[config.mk]
export PLATFORM = sky130hd
export DESIGN_NAME = bullet_line_renderer_flat
export DESIGN_NICKNAME = d
export VERILOG_FILES = /design/src/rtl/bullet_line_renderer_pkg.sv /design/src/rtl/bullet_line_renderer_if.sv /design/src/rtl/bullet_line_renderer_slot_bank.sv /design/src/rtl/bullet_line_renderer.sv /design/src/flat_wrapper.sv
export SDC_FILE = /design/constraint.sdc
export NUM_CORES = 1
export LEC_CHECK = 0
export ABC_AREA = 0
export BUFFER_PORTS_ARGS = -buffer_cell sky130_fd_sc_hd__buf_4
export CAP_MARGIN = 40
export CORE_AREA = 10 10 301 303
export DETAILED_ROUTE_END_ITERATION = 6
export DIE_AREA = 0 0 311 313
export PLACE_DENSITY = 0.43
export SLEW_MARGIN = 10
export SYNTH_ARGS = -nofsm -noshare
export SYNTH_HDL_FRONTEND = slang
export SYNTH_SLANG_ARGS = --single-unit
[constraint.sdc]
create_clock -name clock -period 5.6 [get_ports clock]
set_clock_uncertainty 0.15 [all_clocks]
set_input_delay 0.28 -clock clock [delete_from_list [all_inputs] [get_ports clock]]
set_output_delay 0.28 -clock clock [all_outputs]
set_load 0.01 [all_outputs]
[src/rtl/bullet_line_renderer_pkg.sv]
// bullet_pkg: bullet table layout, entry struct and scan FSM states for bullet_line_renderer.
package bullet_pkg;
   localparam int BULLET_SLOTS = 32;
   localparam int ENTRY_W      = 24;
   localparam int HPOS_W       = 12;
   localparam int VPOS_W       = 11;
   localparam int ACTIVE_BIT   = 23;
   localparam int HPOS_LSB     = 11;
   localparam int VPOS_LSB     = 0;
   typedef struct packed {
      logic              active;
      logic [HPOS_W-1:0] hor_pos;
      logic [VPOS_W-1:0] ver_pos;
   } bullet_entry_t;
   typedef enum logic [1:0] {IDLE, SCAN, SWAP} scan_state_t;
endpackage

[src/rtl/bullet_line_renderer_if.sv]
// bullet_line_renderer_if: bullet table, video timing inputs and hit/status outputs.
// ovf_count exists only when BULLET_OVF_COUNT_EN is defined.
interface bullet_line_renderer_if;
   import bullet_pkg::*;
   logic [BULLET_SLOTS*ENTRY_W-1:0] bullets;
   logic                            line_start;
   logic [VPOS_W-1:0]               next_line;
   logic [HPOS_W-1:0]               hcount;
   logic                            pixel_active;
   logic                            hit;
   logic                            line_overflow;
   logic                            scan_busy;
`ifdef BULLET_OVF_COUNT_EN
   logic [7:0]                      ovf_count;
   modport master (output bullets, line_start, next_line, hcount, pixel_active,
                   input hit, line_overflow, scan_busy, ovf_count);
   modport slave  (input bullets, line_start, next_line, hcount, pixel_active,
                   output hit, line_overflow, scan_busy, ovf_count);
`else
   modport master (output bullets, line_start, next_line, hcount, pixel_active,
                   input hit, line_overflow, scan_busy);
   modport slave  (input bullets, line_start, next_line, hcount, pixel_active,
                   output hit, line_overflow, scan_busy);
`endif
endinterface

[src/rtl/bullet_line_renderer_slot_bank.sv]
// bullet_slot_bank: double-buffered per-line hor_pos slots with registered pixel hit compare.
module bullet_slot_bank
   import bullet_pkg::*;
#(
   parameter int DIMENSION    = 10,
   parameter int MAX_PER_LINE = 8
) (
   input  logic              clock,
   input  logic              reset,
   input  logic              clear_i,
   input  logic              push_i,
   input  logic [HPOS_W-1:0] push_hpos_i,
   input  logic              swap_i,
   output logic              full_o,
   output logic              ovf_o,
   input  logic [HPOS_W-1:0] hcount_i,
   input  logic              pixel_active_i,
   output logic              hit_o
);
   localparam int CNT_W = $clog2(MAX_PER_LINE + 1);
   logic [HPOS_W-1:0]       sh_hpos_q [MAX_PER_LINE];
   logic [HPOS_W-1:0]       disp_hpos_q [MAX_PER_LINE];
   logic [CNT_W-1:0]        sh_cnt_q;
   logic                    sh_ovf_q;
   logic [MAX_PER_LINE-1:0] disp_valid_q;
   logic [MAX_PER_LINE-1:0] in_range;
   logic                    hit_q;
   logic                    hit_d;
   assign full_o = sh_cnt_q == CNT_W'(MAX_PER_LINE);
   assign ovf_o  = sh_ovf_q;
   assign hit_o  = hit_q;
   // 13-bit compare so a bullet near column 4095 does not wrap to column 0
   for (genvar g = 0; g < MAX_PER_LINE; g++) begin : g_cmp
      assign in_range[g] = disp_valid_q[g]
                        && ({1'b0, disp_hpos_q[g]} <= {1'b0, hcount_i})
                        && ({1'b0, hcount_i} < {1'b0, disp_hpos_q[g]} + 13'(DIMENSION));
   end
   assign hit_d = pixel_active_i && |in_range;
   always_ff @(posedge clock) begin
      if (reset) begin
         sh_cnt_q     <= '0;
         sh_ovf_q     <= 1'b0;
         disp_valid_q <= '0;
         hit_q        <= 1'b0;
      end else begin
         hit_q <= hit_d;
         if (clear_i) begin
            sh_cnt_q <= '0;
            sh_ovf_q <= 1'b0;
         end else if (push_i) begin
            if (full_o) sh_ovf_q <= 1'b1;
            else sh_cnt_q <= sh_cnt_q + 1'b1;
         end
         if (swap_i)
            for (int i = 0; i < MAX_PER_LINE; i++) disp_valid_q[i] <= CNT_W'(i) < sh_cnt_q;
      end
   end
   always_ff @(posedge clock) begin
      for (int i = 0; i < MAX_PER_LINE; i++) begin
         if (!clear_i && push_i && !full_o && CNT_W'(i) == sh_cnt_q) sh_hpos_q[i] <= push_hpos_i;
         if (swap_i) disp_hpos_q[i] <= sh_hpos_q[i];
      end
   end
endmodule

[src/rtl/bullet_line_renderer.sv]
// bullet_line_renderer: scans the bullet table in hblank and flags pixels inside a bullet.
// Optional swap-overflow counter on bus.ovf_count when BULLET_OVF_COUNT_EN is defined.
module bullet_line_renderer
   import bullet_pkg::*;
#(
   parameter int DIMENSION    = 10,
   parameter int MAX_PER_LINE = 8
) (
   input logic                    clock,
   input logic                    reset,
   bullet_line_renderer_if.slave  bus
);
   scan_state_t         state_q;
   logic [4:0]          index_q;
   logic [VPOS_W-1:0]   target_q;
   logic                scan_busy_q;
   logic                line_overflow_q;
   bullet_entry_t       entry;
   logic                qualify;
   logic                push;
   logic                swap;
   logic                full;
   logic                sh_ovf;
   assign entry   = bullet_entry_t'(bus.bullets[int'(index_q)*ENTRY_W +: ENTRY_W]);
   // 12-bit sum keeps ver_pos near 2047 from wrapping below the target
   assign qualify = entry.active
                 && ({1'b0, entry.ver_pos} <= {1'b0, target_q})
                 && ({1'b0, target_q} < {1'b0, entry.ver_pos} + 12'(DIMENSION));
   assign push    = state_q == SCAN && qualify;
   assign swap    = state_q == SWAP && !bus.line_start;
   bullet_slot_bank #(.DIMENSION(DIMENSION), .MAX_PER_LINE(MAX_PER_LINE)) u_bank (
      .clock          (clock),
      .reset          (reset),
      .clear_i        (bus.line_start),
      .push_i         (push),
      .push_hpos_i    (entry.hor_pos),
      .swap_i         (swap),
      .full_o         (full),
      .ovf_o          (sh_ovf),
      .hcount_i       (bus.hcount),
      .pixel_active_i (bus.pixel_active),
      .hit_o          (bus.hit)
   );
   assign bus.scan_busy     = scan_busy_q;
   assign bus.line_overflow = line_overflow_q;
`ifdef BULLET_OVF_COUNT_EN
   logic [7:0] ovf_count_q;
   assign bus.ovf_count = ovf_count_q;
   always_ff @(posedge clock) begin
      if (reset) ovf_count_q <= '0;
      else if (swap && sh_ovf && ovf_count_q != 8'hff) ovf_count_q <= ovf_count_q + 1'b1;
   end
`endif
   always_ff @(posedge clock) begin
      if (reset) begin
         state_q         <= IDLE;
         index_q         <= '0;
         target_q        <= '0;
         scan_busy_q     <= 1'b0;
         line_overflow_q <= 1'b0;
      end else if (bus.line_start) begin
         state_q     <= SCAN;
         index_q     <= '0;
         target_q    <= bus.next_line;
         scan_busy_q <= 1'b1;
      end else begin
         unique case (state_q)
            SCAN: begin
               index_q <= index_q + 1'b1;
               if (index_q == 5'(BULLET_SLOTS - 1)) state_q <= SWAP;
            end
            SWAP: begin
               state_q         <= IDLE;
               scan_busy_q     <= 1'b0;
               line_overflow_q <= sh_ovf;
            end
            default: state_q <= IDLE;
         endcase
      end
   end
endmodule

[src/flat_wrapper.sv]
// flat-port wrapper written by rule: the top's interface ports become plain ports
module bullet_line_renderer_flat import bullet_pkg::*;
#(
   parameter int DIMENSION    = 10,
   parameter int MAX_PER_LINE = 8
)
  (clock, reset, bus_bullets, bus_line_start, bus_next_line, bus_hcount, bus_pixel_active, bus_hit, bus_line_overflow, bus_scan_busy);
  bullet_line_renderer_if bus_i ();
  input logic clock;
  input logic reset;
  input wire logic [$bits(bus_i.bullets)-1:0] bus_bullets;
  input wire logic [$bits(bus_i.line_start)-1:0] bus_line_start;
  input wire logic [$bits(bus_i.next_line)-1:0] bus_next_line;
  input wire logic [$bits(bus_i.hcount)-1:0] bus_hcount;
  input wire logic [$bits(bus_i.pixel_active)-1:0] bus_pixel_active;
  output wire logic [$bits(bus_i.hit)-1:0] bus_hit;
  output wire logic [$bits(bus_i.line_overflow)-1:0] bus_line_overflow;
  output wire logic [$bits(bus_i.scan_busy)-1:0] bus_scan_busy;
  assign bus_i.bullets = bus_bullets;
  assign bus_i.line_start = bus_line_start;
  assign bus_i.next_line = bus_next_line;
  assign bus_i.hcount = bus_hcount;
  assign bus_i.pixel_active = bus_pixel_active;
  assign bus_hit = bus_i.hit;
  assign bus_line_overflow = bus_i.line_overflow;
  assign bus_scan_busy = bus_i.scan_busy;
  bullet_line_renderer #(.DIMENSION(DIMENSION), .MAX_PER_LINE(MAX_PER_LINE)) u_core (.clock(clock), .reset(reset), .bus(bus_i));
endmodule
==> flow_summary.toml <==
[outcome]
outcome = "finished clean"

[clock_tree]
worstSkewPairLatency_ps = 540
htree_levels = 1
cts_root_buf = "clkbuf_16"
clockBufferDepth = 3
cts_tree = "done"
cts.sinks = 226
clk_pin_slew_ps = 60
cts_made_buffers = 27

[synth]
synth_top_cell_area_share_pct = 29.3
synthCells = 1551
syn_area_per_cell_sq_um = 12.7
syn-num-nets = 2574
async_flop_share_pct = 0
syn-cell-area_sq_um = 19700
synth_warnings = 0
synth_edf_count = 192
synth-seq-area-share_pct = 32.8
synth_ff_type = "edfxtp_1"
yosysTopAreaCell = "edfxtp_1"
synth.area.top_cells = "edfxtp_1 (29%), mux4_2 (22%), ha_1 (15%)"
synth_seq_cells = 226
synth_cell_types = 84

[critical_path]
critPathCaptureType = "flop"
slowest_stage = "mux4_2"
cp-start-kind = "flop"
timing_worst_setup_path_type = "reg -> reg"
worst-endpoint-required_ps = 5690
reg2reg_to = "u_core.u_bank.sh_hpos_q[1][17]$_DFFE_PP_"
max_stage_delay_ps = 560
reg2reg_slack_ps = 400
crit_fanout = 47
startpoint = "u_core.index_q[0]$_SDFFE_PP0N_"
rr_worst_depth = 15
r2r_start = "u_core.index_q[0]$_SDFFE_PP0N_"
crit_chain = "buf_12, mux4_2, mux2_2, nand3_1, nand4_1, ha_1, a211oi_1, nor2_1, a2111oi_0, a21oi_1, nor4_1, a21boi_4, nor2_8, nor4bb_2, buf_4"
arrival_ps = 5290

[finish]
final_nets = 3388
final_core_util_pct = 33.2
area_delta_synth_final_pct = 43.1
layout_common_cells = "buf_4 (837), ha_1 (228), mux4_2 (193)"
final_layout_size_suffix_gt1_share_pct = 47.0
layout_commonest_cell = "buf_4"

[job]
max_cap_violations = 0

[global_routing]
grt_util_all_layers_pct = 25.1
antenna_found_initial = 69
first_global_vias = 18800
grt_overflow = 0
grt_max_degree = 75
grt_first_pass_wirelength_mm = 167

[floorplan]
core-area_sq_um = 84600
fp.dieArea_sq_um = 97300
die_h_microns = 313
start_util_pct = 23.2
rows = 107
die_w_microns = 311
io-pin-count = 798

[route]
drt_wl_total_mm = 128
dr_total_vias = 18200
first_pass_iters = 5
wire_per_inst_microns = 36.1
viasPerCell = 5.12
drt_iter0_markers = 1679
route.detailed.drc = 0
antenna_left = 0

[sta]
timing.hold.ws_ps = 73.9
slew_headroom_pct = 42.0
min_period_ps = 5200
fin_crit_sh_pct = 92.8
drv_slew = 0
worst_slew_pin_slew_ps = 871
hold_viol_final = 0
rsz0062_at_grt = "no"
clock.fmax_ghz = 0.192
setup_viol = 0

[pwr]
power.leakage_nw = 11.4
ir_drop_mv = 0.201
powerDensity_nw_per_um2 = 174

[placement]
io_buffers = 797
hpwl_mm = 109
place.gp.congestion = 0.982

[worst_hold_path]
min_from = "bus_line_start"
hp-class = "in -> reg"
holdPathStages = 3
hold_end = "u_core.bus.scan_busy$_SDFFE_PP0P_"
==> layer usage <==
metal | part of all wire [%] | up-vias | track usage [%]
li1 | - | 7930 | -
met4 | 3.7 | 28 | 10.3
met1 | 39 | 9139 | 31.0
met3 | 10 | 155 | 7.63
met2 | 47 | 900 | 40.2
met5 | 0.12 | - | 0
==> synth_stat cells (18+ instances only) <==
library cell	number
ha_1	228
edfxtp_1	192
and3_1	20
o21ai_0	51
xnor2_1	24
inv_1	53
nand3_1	33
clkbuf_1	22
a21oi_1	51
nand4_1	28
buf_2	18
mux2i_1	73
nand2_1	91
nor2_1	70
nor2b_1	19
mux4_2	193
dfxtp_1	34
xor2_1	58
a21o_1	36
==> area by class of cell <==
| cell class | count | area [sq um] |
|---|---|---|
| diodes | 15 | 37.5 |
| clock buffers | 35 | 706 |
| well taps | 1144 | 1430 |
| clock inverters | 14 | 193 |
| flip-flops and latches | 226 | 6460 |
| multi-input cells | 1200 | 12600 |
| inverters | 54 | 203 |
| repair buffers | 856 | 6510 |
| fillers | 8638 | 56500 |
==> cell families after synthesis <==
logic type / synth area share (%)
fa+ha+maj: 14.5
xor+xnor: 3.74
buf+inv: 3.39
simple gates: 8.86
flops: 32.8
mux: 26.8
compound gates: 9.89
==> where the power goes <==
part	internal, mW	total [mW]	switching [mW]
combinational	0.675	1.26	0.590
sequential	1.83	1.84	0.0110
clock	1.08	1.80	0.723
total	3.58	4.91	1.32
==> what timing repair did <==
item,4_1_cts,5_1_grt
hold endpoints to repair,14,0
gates resized for setup,0,2
setup endpoints to repair,0,72
setup buffers,0,0
hold buffers,15,0
==> registers in the layout (all words and copies together) (netlist names) <==
signal                      flops
u_core.u_bank.disp_valid_q      8
u_core.bus.scan_busy            1
u_core.bus.line_overflow        1
u_core.target_q                11
u_core.state_q                  2
u_core.u_bank.sh_hpos_q        96
u_core.u_bank.disp_hpos_q      96
u_core.u_bank.sh_cnt_q          4
u_core.index_q                  5
u_core.u_bank.ovf_o             1
u_core.u_bank.hit_o             1
==> how the worst max path moves through the flow <==
stage / to / slack [ps]
3_5_place_dp: u_core.u_bank.sh_hpos_q[1][28]$_DFFE_PP_ / 210
4_1_cts: u_core.u_bank.sh_hpos_q[1][28]$_DFFE_PP_ / 190
2_1_floorplan: u_core.u_bank.sh_hpos_q[1][36]$_DFFE_PP_ / -150
3_3_place_gp: u_core.u_bank.sh_hpos_q[1][28]$_DFFE_PP_ / 200
6_report: u_core.u_bank.sh_hpos_q[1][17]$_DFFE_PP_ / 400
5_1_grt: u_core.u_bank.sh_hpos_q[0][45]$_DFFE_PP_ / 1
==> per-stage QoR <==
step | power, mW | worst slack, ps | instance area [sq um] | cells | setup TNS (ps)
4_1_cts | 4.94 | 192 | 28100 | 3529 | 0
2_1_floorplan | 2.34 | -152 | 19700 | 1551 | -3650
3_3_place_gp | 3.11 | 199 | 27000 | 3465 | 0
5_1_grt | 5.07 | 1.36 | 28100 | 3540 | 0
6_report | 4.91 | 403 | 28100 | 3544 | 0
3_5_place_dp | 3.12 | 208 | 27000 | 3465 | 0
==> critical path: cells and delay by family, from the launching register on <==
family / cells / cell delay, ps
compound gates: 4 / 1180
fa+ha+maj: 1 / 430
buf+inv: 2 / 600
flops: 1 / 530
mux: 2 / 830
simple gates: 6 / 1130
Power figures use the tool's default switching activity.
